===== src/rtl/ilv_pkg.sv =====
// Shared constants and FSM encoding for the WiMAX ping-pong buffer reader.
package ilv_pkg;

    // Coded bits per bank / interleaver block.
    localparam int NCBPS  = 192;
    // Interleaver column count.
    localparam int D      = 16;
    // Interleaver row count.
    localparam int R      = NCBPS / D;
    // Buffer address width.
    localparam int ADDR_W = 9;

    // Reader FSM encoding. Exposed so checkers can bind to the state register.
    typedef enum logic [1:0] {
        IDLE  = 2'd0,
        READ  = 2'd1,
        DRAIN = 2'd2
    } state_t;

endpackage


===== src/rtl/skid_fifo2.sv =====
// Two-entry FIFO that holds {sob, data} pairs between the buffer read port
// and the serial output handshake. The owner guarantees that push is never
// raised when full and pop is never raised when empty.
module skid_fifo2 #(
    parameter int W = 2
) (
    input  logic         clk,
    input  logic         resetN,
    input  logic         push,
    input  logic [W-1:0] push_data,
    input  logic         pop,
    output logic [W-1:0] head,
    output logic [1:0]   count
);

    logic [W-1:0] mem [2];
    logic         wr_ptr;
    logic         rd_ptr;

    // Storage, pointers and occupancy; push and pop in one cycle leave count unchanged.
    always_ff @(posedge clk or negedge resetN) begin
        if (!resetN) begin
            mem[0] <= '0;
            mem[1] <= '0;
            wr_ptr <= 1'b0;
            rd_ptr <= 1'b0;
            count  <= 2'd0;
        end else begin
            if (push) begin
                mem[wr_ptr] <= push_data;
                wr_ptr      <= ~wr_ptr;
            end
            if (pop) begin
                rd_ptr <= ~rd_ptr;
            end
            case ({push, pop})
                2'b10:   count <= count + 2'd1;
                2'b01:   count <= count - 2'd1;
                default: count <= count;
            endcase
        end
    end

    assign head = mem[rd_ptr];

endmodule


===== src/rtl/ilv_ppbuf_reader.sv =====
// Read-side controller of the PPBuffer: waits for a full bank, reads it in
// first-permutation interleaver order (column-major over a D-column array),
// hands the bank back and streams the bits out serially.
//
// Output handshake: a bit transfers in every cycle where out_valid and
// out_ready are both high; out_valid, out_data and out_sob stay stable while
// out_valid is high and out_ready is low, and out_sob marks the first bit of
// a block.
module ilv_ppbuf_reader #(
    parameter int NCBPS  = ilv_pkg::NCBPS,
    parameter int D      = ilv_pkg::D,
    parameter int ADDR_W = ilv_pkg::ADDR_W
) (
    input  logic              clk,
    input  logic              resetN,
    input  logic              bank_full,
    output logic              bank_release,
    output logic [ADDR_W-1:0] rdaddress,
    output logic              rd_en,
    input  logic              q,
    output logic              out_data,
    output logic              out_sob,
    output logic              out_valid,
    input  logic              out_ready
);

    localparam int ROWS  = NCBPS / D;
    localparam int ROW_W = (ROWS > 1) ? $clog2(ROWS) : 1;
    localparam int COL_W = (D > 1) ? $clog2(D) : 1;

    ilv_pkg::state_t  state;
    logic [ROW_W-1:0] row;
    logic [COL_W-1:0] col;
    logic             rd_d;
    logic             sob_d;
    logic [1:0]       fifo_count;
    logic [1:0]       head;
    logic             pop;
    logic [2:0]       occupancy;
    logic             credit_ok;
    logic             first_issue;
    logic             last_issue;
    logic             row_wrap;

    assign pop = out_valid && out_ready;

    // Bits already queued plus the read whose data lands this cycle, minus the
    // bit leaving now. A new read is only allowed if its data will find room,
    // which lets a full-rate stream run with just two entries.
    assign occupancy = 3'(fifo_count) + 3'(rd_d) - 3'(pop);
    assign credit_ok = occupancy < 3'd2;

    // Read issue is decided in the same cycle as the pop it depends on, so it
    // is combinational from the state register and the credit.
    assign rd_en = (state == ilv_pkg::READ) && credit_ok;

    assign row_wrap    = (row == ROW_W'(ROWS - 1));
    assign first_issue = (row == '0) && (col == '0);
    assign last_issue  = row_wrap && (col == COL_W'(D - 1));

    // D is a power of two, so D*row + col is a shift and an add.
    assign rdaddress = (ADDR_W'(row) << COL_W) + ADDR_W'(col);

    // Buffer read latency stage: the read issued last cycle returns q now.
    always_ff @(posedge clk or negedge resetN) begin
        if (!resetN) begin
            rd_d  <= 1'b0;
            sob_d <= 1'b0;
        end else begin
            rd_d  <= rd_en;
            sob_d <= rd_en && first_issue;
        end
    end

    // Bank sequencing: start on a full bank, walk rows then columns, release
    // once the final read's data has been captured.
    always_ff @(posedge clk or negedge resetN) begin
        if (!resetN) begin
            state        <= ilv_pkg::IDLE;
            row          <= '0;
            col          <= '0;
            bank_release <= 1'b0;
        end else begin
            bank_release <= 1'b0;
            case (state)
                ilv_pkg::IDLE: begin
                    // A level still high during the release cycle belongs to
                    // the bank just returned, so it is not taken as a new one.
                    if (bank_full && !bank_release) begin
                        state <= ilv_pkg::READ;
                        row   <= '0;
                        col   <= '0;
                    end
                end
                ilv_pkg::READ: begin
                    if (rd_en) begin
                        if (last_issue) begin
                            row   <= '0;
                            col   <= '0;
                            state <= ilv_pkg::DRAIN;
                        end else if (row_wrap) begin
                            row <= '0;
                            col <= col + 1'b1;
                        end else begin
                            row <= row + 1'b1;
                        end
                    end
                end
                ilv_pkg::DRAIN: begin
                    // The last data word is being written into the FIFO now.
                    if (rd_d) begin
                        bank_release <= 1'b1;
                        state        <= ilv_pkg::IDLE;
                    end
                end
                default: begin
                    state <= ilv_pkg::IDLE;
                end
            endcase
        end
    end

    skid_fifo2 #(
        .W(2)
    ) u_fifo (
        .clk       (clk),
        .resetN    (resetN),
        .push      (rd_d),
        .push_data ({sob_d, q}),
        .pop       (pop),
        .head      (head),
        .count     (fifo_count)
    );

    assign out_valid = (fifo_count != 2'd0);
    assign out_data  = head[0] & out_valid;
    assign out_sob   = head[1] & out_valid;

endmodule


===== config.mk =====
export PLATFORM = sky130hd
export DESIGN_NAME = ilv_ppbuf_reader
export DESIGN_NICKNAME = d
export VERILOG_FILES = /design/src/rtl/ilv_pkg.sv /design/src/rtl/skid_fifo2.sv /design/src/rtl/ilv_ppbuf_reader.sv
export SDC_FILE = /design/constraint.sdc
export NUM_CORES = 1
export LEC_CHECK = 0
export CAP_MARGIN = 20
export CELL_PAD_IN_SITES_DETAIL_PLACEMENT = 1
export CELL_PAD_IN_SITES_GLOBAL_PLACEMENT = 1
export CORE_MARGIN = 2
export CORE_UTILIZATION = 41
export CTS_CLUSTER_DIAMETER = 200
export DETAILED_ROUTE_END_ITERATION = 8
export GPL_ROUTABILITY_DRIVEN = 0
export PLACE_DENSITY = 0.76
export SLEW_MARGIN = 20
export SYNTH_ARGS = -nofsm -noshare
export SYNTH_HDL_FRONTEND = slang
export SYNTH_SLANG_ARGS = --single-unit

===== constraint.sdc =====
create_clock -name clk -period 2.5 [get_ports clk]
set_input_delay 0.5 -clock clk [delete_from_list [all_inputs] [get_ports clk]]
set_output_delay 0.5 -clock clk [all_outputs]
set_load 0.01 [all_outputs]

==> impl_metrics.env <==
export IMPL_status="complete, no violations"
export IMPL_critical_path_cell_chain="nor2_2 -> a21oi_2 -> nand2b_4 -> fa_2 -> xnor2_2 -> nand3_2 -> inv_2 -> buf_6"
export IMPL_finalSetupTns_ns=0
export IMPL_p_leak_nw=0.788
export IMPL_start_util_pct=43.1
export IMPL_overflow=0
export IMPL_synth_cell_type_count=42
export IMPL_ios=19
export IMPL_num_rows=19
export IMPL_core_um2=2760
export IMPL_crit_path_max_incr_delay_ns=0.41
export IMPL_cts_tree="yes"
export IMPL_grt_pass1_wl_um=5220
export IMPL_wl_per_cell_um=16.8
export IMPL_root_buffer="clkbuf_4"
export IMPL_grt_max_degree=22
export IMPL_drtIter0Drc=26
export IMPL_grt_util_all_layers_pct=20.4
export IMPL_cts_buffers=3
export IMPL_syn_nets=119
export IMPL_die_w_um=57.8
export IMPL_drc=0
export IMPL_dp_cells=169
export IMPL_ys_seq_area_share_pct=44.2
export IMPL_cts_sinks=21
export IMPL_clock_latency_ns=0.31
export IMPL_start_kind="register"
export IMPL_area_growth_pct=32.8
export IMPL_cap_violations=0
export IMPL_synth_area_um2=1190
export IMPL_vias=955
export IMPL_via_per_inst=5.37
export IMPL_synth_seq_cells=21
export IMPL_slew_violations=0
export IMPL_syn_avg_cell_area_um2=10.9
export IMPL_grt_setup_unrepaired="true"
export IMPL_chipHeight_um=57.8
export IMPL_ys_flop_type="dfrtp_1"
export IMPL_hp_class="register to register"
export IMPL_grt_pass1_vias=1090
export IMPL_final_cells=178
export IMPL_synth_edf_count=0
export IMPL_cp_data_arrival_time_ns=1.92
export IMPL_fmax_mhz=414
export IMPL_port_buffers=17
export IMPL_irDropWorstVdd_v=0.000693
export IMPL_async_flop_share_pct=100
export IMPL_setup_viol=0
export IMPL_critPathBufInv=2
export IMPL_hold_buffers=0
export IMPL_fin_nets=158
export IMPL_period_needed_ns=2.42
export IMPL_drive_above_1_share_pct=32.7
export IMPL_routed_wl_um=3000
export IMPL_htree_levels=1
export IMPL_required_ns=2.00
export IMPL_cp_slowest_cell="dfrtp_1"
export IMPL_finalHoldViolations=0
export IMPL_critical_path_top_delay_family="simple AND/OR/NAND/NOR gates"
export IMPL_yosys_warnings=0
export IMPL_ant_nets=0
export IMPL_dieArea_um2=3350
export IMPL_crit_type="register to output pin"
export IMPL_grt_antenna_before_repair=0
export IMPL_antenna_cells=0
export IMPL_syn_inst=109
export IMPL_hpwl_um=2250
export IMPL_critPathMaxFanout=2
export IMPL_clock_path_buffers=2
export IMPL_endpoint_kind="output pin"
export IMPL_clk_pin_slew_ns=0.12
export IMPL_power_density_nw_per_um2=1260
export IMPL_finalCritPeriodShare_pct=96.7
export IMPL_first_pass_iters=4
export IMPL_skew_ns=0.00456
-- registers in the layout, indices dropped and copies added, names as in the netlist --
name and cells:
sob_d 1, u_fifo.wr_ptr 1, u_fifo.count 2, col 4, u_fifo.mem 4, u_fifo.rd_ptr 1, row 4, rd_d 1
bank_release 1, state 2
-- worst register-to-register path: cells and delay by family (launching register included) --
kind	cells	cell delay [ns]
compound gates	2	0.36
xor+xnor	1	0.17
fa+ha+maj	1	0.36
buf+inv	2	0.28
flops	1	0.41
simple gates	4	0.64
-- kinds of logic after synthesis --
group	Yosys count	share of synthesized area [%]
xor+xnor	5	4.32
fa+ha+maj	5	5.89
compound gates	17	10.3
buf+inv	13	5.68
simple gates	40	22.9
mux	7	6.32
flops	21	44.2
other cells	1	0.315
-- final cells by class --
cell class	count	area, um2
Timing Repair Buffer	38	328
Clock buffer	4	26.3
Inverter	9	36.3
Tap cell	31	38.8
Fill cell	319	1180
Sequential cell	21	526
Multi-Input combinational cell	75	624
-- path summary, 6_finish.rpt --
| check | start | endpoint | slack (ns) | cells after the start |
|---|---|---|---|---|
| setup / recovery | u_fifo.count[0] | rd_en | 0.08 | 8 |
| hold / removal | u_fifo.wr_ptr | u_fifo.wr_ptr | 0.50 | 1 |
| setup reg to reg | u_fifo.count[0] | col[3] | 0.19 | 10 |
| hold reg to reg | u_fifo.wr_ptr | u_fifo.wr_ptr | 0.50 | 1 |
| max in group asynchronous | resetN | row[2] | 1.75 | 2 |
| min in group asynchronous | resetN | bank_release | 0.52 | 2 |
-- Yosys cell counts (2+ instances only) --
library cell   n  area, um2
nand2b_1       2       12.5
and3_1         3       18.8
nand3b_4       2       40.0
nor2_1         5       18.8
nand3_1        6       30.0
nor4_1         2       12.5
xnor2_1        3       26.3
nor3_1         3       15.0
buf_6          2       22.5
mux2_2         4       45.0
o21ai_0        3       15.0
ha_1           4       50.1
a21oi_1        4       20.0
inv_1          9       33.8
dfrtp_1       21        526
nand2_1        8       30.0
mux2i_1        3       30.0
-- placed cells by master, fill, tap and decap left out, drive strengths merged, types with 4 or more instances in the layout --
cell type      instances
nor3                   4
mux2                   4
inv                    9
nand3                  6
ha                     4
clkdlybuf4s50         15
clkbuf                 5
dfrtp                 21
nor2                   6
buf                   22
a21oi                  4
nand2                  8
o21ai                  4
-- metal layers --
layer | track usage [%] | vias up | part of all wire (%)
li1 | - | 451 | -
met2 | 35.2 | 17 | 51
met5 | 0 | - | 0
met4 | 4.98 | 0 | 0.87
met3 | 2.90 | 4 | 3.3
met1 | 26.9 | 483 | 44
-- metrics by stage --
step	instance area (um2)	total power [W]	setup WS, ns	hold WS (ns)	utilization [%]
after CTS	1580	0.00197	0.0289	0.505	57.4
after floorplan	1190	0.00122	0.180	0.204	-
after detailed placement	1480	0.00168	-0.851	0.485	53.8
final	1580	0.00198	0.0828	0.503	57.3
after global placement	1480	0.00160	-0.738	0.478	53.8
after global routing	1580	0.00214	-0.0284	0.532	57.3
-- report_power, final --
part	total [W]	internal (W)	switching, W
Sequential	0.000591	0.000466	0.000125
Combinational	0.00122	0.000640	0.000581
Clock	0.000171	0.0000624	0.000109
-- repair_timing --
action | 4_1_cts | 5_1_grt
pin swaps | 4 | 5
resized for setup | 17 | 1
endpoints found under the hold margin | 0 | 0
setup buffers | 5 | 1
setup endpoints to repair | 6 | 3
(Power assumes the default switching activity.)
==> RTL edit: new RTL, same flow settings <==
Make the reset (`resetN`) synchronous in 3 clocked blocks.
--- a/src/rtl/skid_fifo2.sv
+++ b/src/rtl/skid_fifo2.sv
@@ -20,3 +20,3 @@
     // Storage, pointers and occupancy; push and pop in one cycle leave count unchanged.
-    always_ff @(posedge clk or negedge resetN) begin
+    always_ff @(posedge clk) begin
         if (!resetN) begin
--- a/src/rtl/ilv_ppbuf_reader.sv
+++ b/src/rtl/ilv_ppbuf_reader.sv
@@ -64,3 +64,3 @@
     // Buffer read latency stage: the read issued last cycle returns q now.
-    always_ff @(posedge clk or negedge resetN) begin
+    always_ff @(posedge clk) begin
         if (!resetN) begin
@@ -76,3 +76,3 @@
     // once the final read's data has been captured.
-    always_ff @(posedge clk or negedge resetN) begin
+    always_ff @(posedge clk) begin
         if (!resetN) begin
Formal check against the unedited RTL: differs if resetN is asserted again (counterexample within 4 cycles, from zero or initial values and one cycle with resetN low); with resetN held inactive, the same outputs for 10 cycles.
==> RTL edit against the original RTL <==
- sequential share of layout area decreased by 3.5 points
- global-route usage increased by 2.3 points
- area after synthesis decreased by 5.3%
- sequential cell count increased by 1
- critical path type unchanged
- design area increased by 2.6%
- worst setup slack got worse by 38 ps
- register-to-register slack got worse by 40 ps
- routed wire length increased by 7.9%
Power is not compared: it rests on default switching activity, and its combinational part moved more than twofold at a synthesized area within 25%.
==> RTL edit: results <==
export IMPL_clk_pin_slew_worst_paths_ps=130
export IMPL_clockBufferDepth=2
export IMPL_status="completed"
export IMPL_drt_pass1_iter_count=4
export IMPL_grt_overflow_total=0
export IMPL_peakVddDrop_uv=357
export IMPL_synth_xor_area_share_pct=2.22
export IMPL_antenna_cells=0
export IMPL_drt_iter0_drc=18
export IMPL_crit_fanout=2
export IMPL_grt_pass1_wl_um=5530
export IMPL_top_regs="col x4, row x4, u_fifo.mem x4"
export IMPL_cts_root_buf="clkbuf_4"
export IMPL_clock_skew_ps=2.71
export IMPL_cts_buffers_inserted=3
export IMPL_first_global_vias=1202
export IMPL_grt_max_degree=14
export IMPL_muxShareOfSynthArea_pct=2.67
export IMPL_drive_above_1_share_pct=27.6
export IMPL_htree_levels=1
export IMPL_async_flop_share_pct=0
export IMPL_vias=1115
export IMPL_synth_edf_count=4
export IMPL_hold_start="row[0]$_SDFFE_PN0P_"
export IMPL_place_inst=185
export IMPL_synth_avg_cell_area_sq_um=8.73
export IMPL_synth_compound_area_share_pct=10.7
export IMPL_ys_seq_area_share_pct=42.7
export IMPL_post_drt_via_cell_ratio=5.44
export IMPL_yosysWarnings=0
export IMPL_power_leakage_uw=0.000637
export IMPL_syn_nets=139
export IMPL_clock_latency_ps=310
export IMPL_grt_usage_pct=22.6
export IMPL_dp_hpwl_um=2240
export IMPL_port_buffers=17
export IMPL_hold_class="reg2reg"
export IMPL_max_stage_delay_ps=400
export IMPL_slowest_stage="fa_2"
export IMPL_wire_per_inst_um=15.8
export IMPL_synthTopCellsByArea="dfxtp_1, edfxtp_1, nor2_1, nand3_1, ha_1"
export IMPL_ys_types=40
export IMPL_synth_common_cells="dfxtp_1, nor2_1, nand2_1, nand3_1, inv_1"
export IMPL_path_delay_family="adder cells"
export IMPL_synthAdderAreaFrac_pct=6.22
export IMPL_intPower_uw=584
export IMPL_startpoint="u_fifo.count[0]$_SDFFE_PN0P_"
export IMPL_synthFlopType="dfxtp_1"
export IMPL_antenna_found_initial=0
RTL edit: tightest hold or removal path, delay by kind of cell, from the launching register on:
family             cells  cell delay, ps
and+or+nand+nor        1              80
AOI/OAI and AO/OA      1              50
DFF                    1             370
RTL edit: layout make-up:
class	instances	area, sq um
clock buffer	3	22.5
clock inverter	1	30.0
fill	318	1070
inverter	10	37.5
multi-input combinational	93	621
sequential	22	483
tap	31	38.8
timing repair buffer	45	388
RTL edit: worst paths after layout:
check	depth (start not counted)	slack (ps)	endpoint
worst min-delay path	2	530	row[0]$_SDFFE_PN0P_
worst max register to register	9	150	col[3]$_SDFFE_PN0P_
worst max-delay path	8	50	rd_en
worst min register to register	2	530	row[0]$_SDFFE_PN0P_
RTL edit: metal layers:
metal	part of all wire [%]	routed length (um)	GRT usage, %	up-vias
li1	-	-	-	545
met1	38	1220	24.9	544
met2	58	1860	43.2	22
met3	3.0	98	3.00	4
met4	1.5	48	8.84	0
met5	0	0	0	-
RTL edit: metrics by stage:
step                setup WS, ps  hold slack [ps]  total power [uW]  util, %  area [sq um]
detailed placement          -820              511               481     52.4          1410
CTS                        -40.1              534               765     59.9          1610
floorplan                    173              459               435        -          1130
global placement            -683              466               475     52.4          1410
finish                      45.2              531               762     60.3          1620
global route               -34.3              554               795     60.3          1620
RTL edit: repair_timing:
action	CTS	global route
gates resized for setup	21	1
endpoints found under the setup margin	9	4
hold endpoints to repair	0	0
pin swaps	5	3
cloned	0	0
setup buffers	18	2
RTL edit: power by group through the flow:
stage                     clock network, uW  logic [uW]  registers, uW
after global routing                    300         112            382
after global placement                    0        87.6            387
final                                   278         103            380
after CTS                               283         101            381
after floorplan                           0        48.4            387
after detailed placement                  0        92.5            388
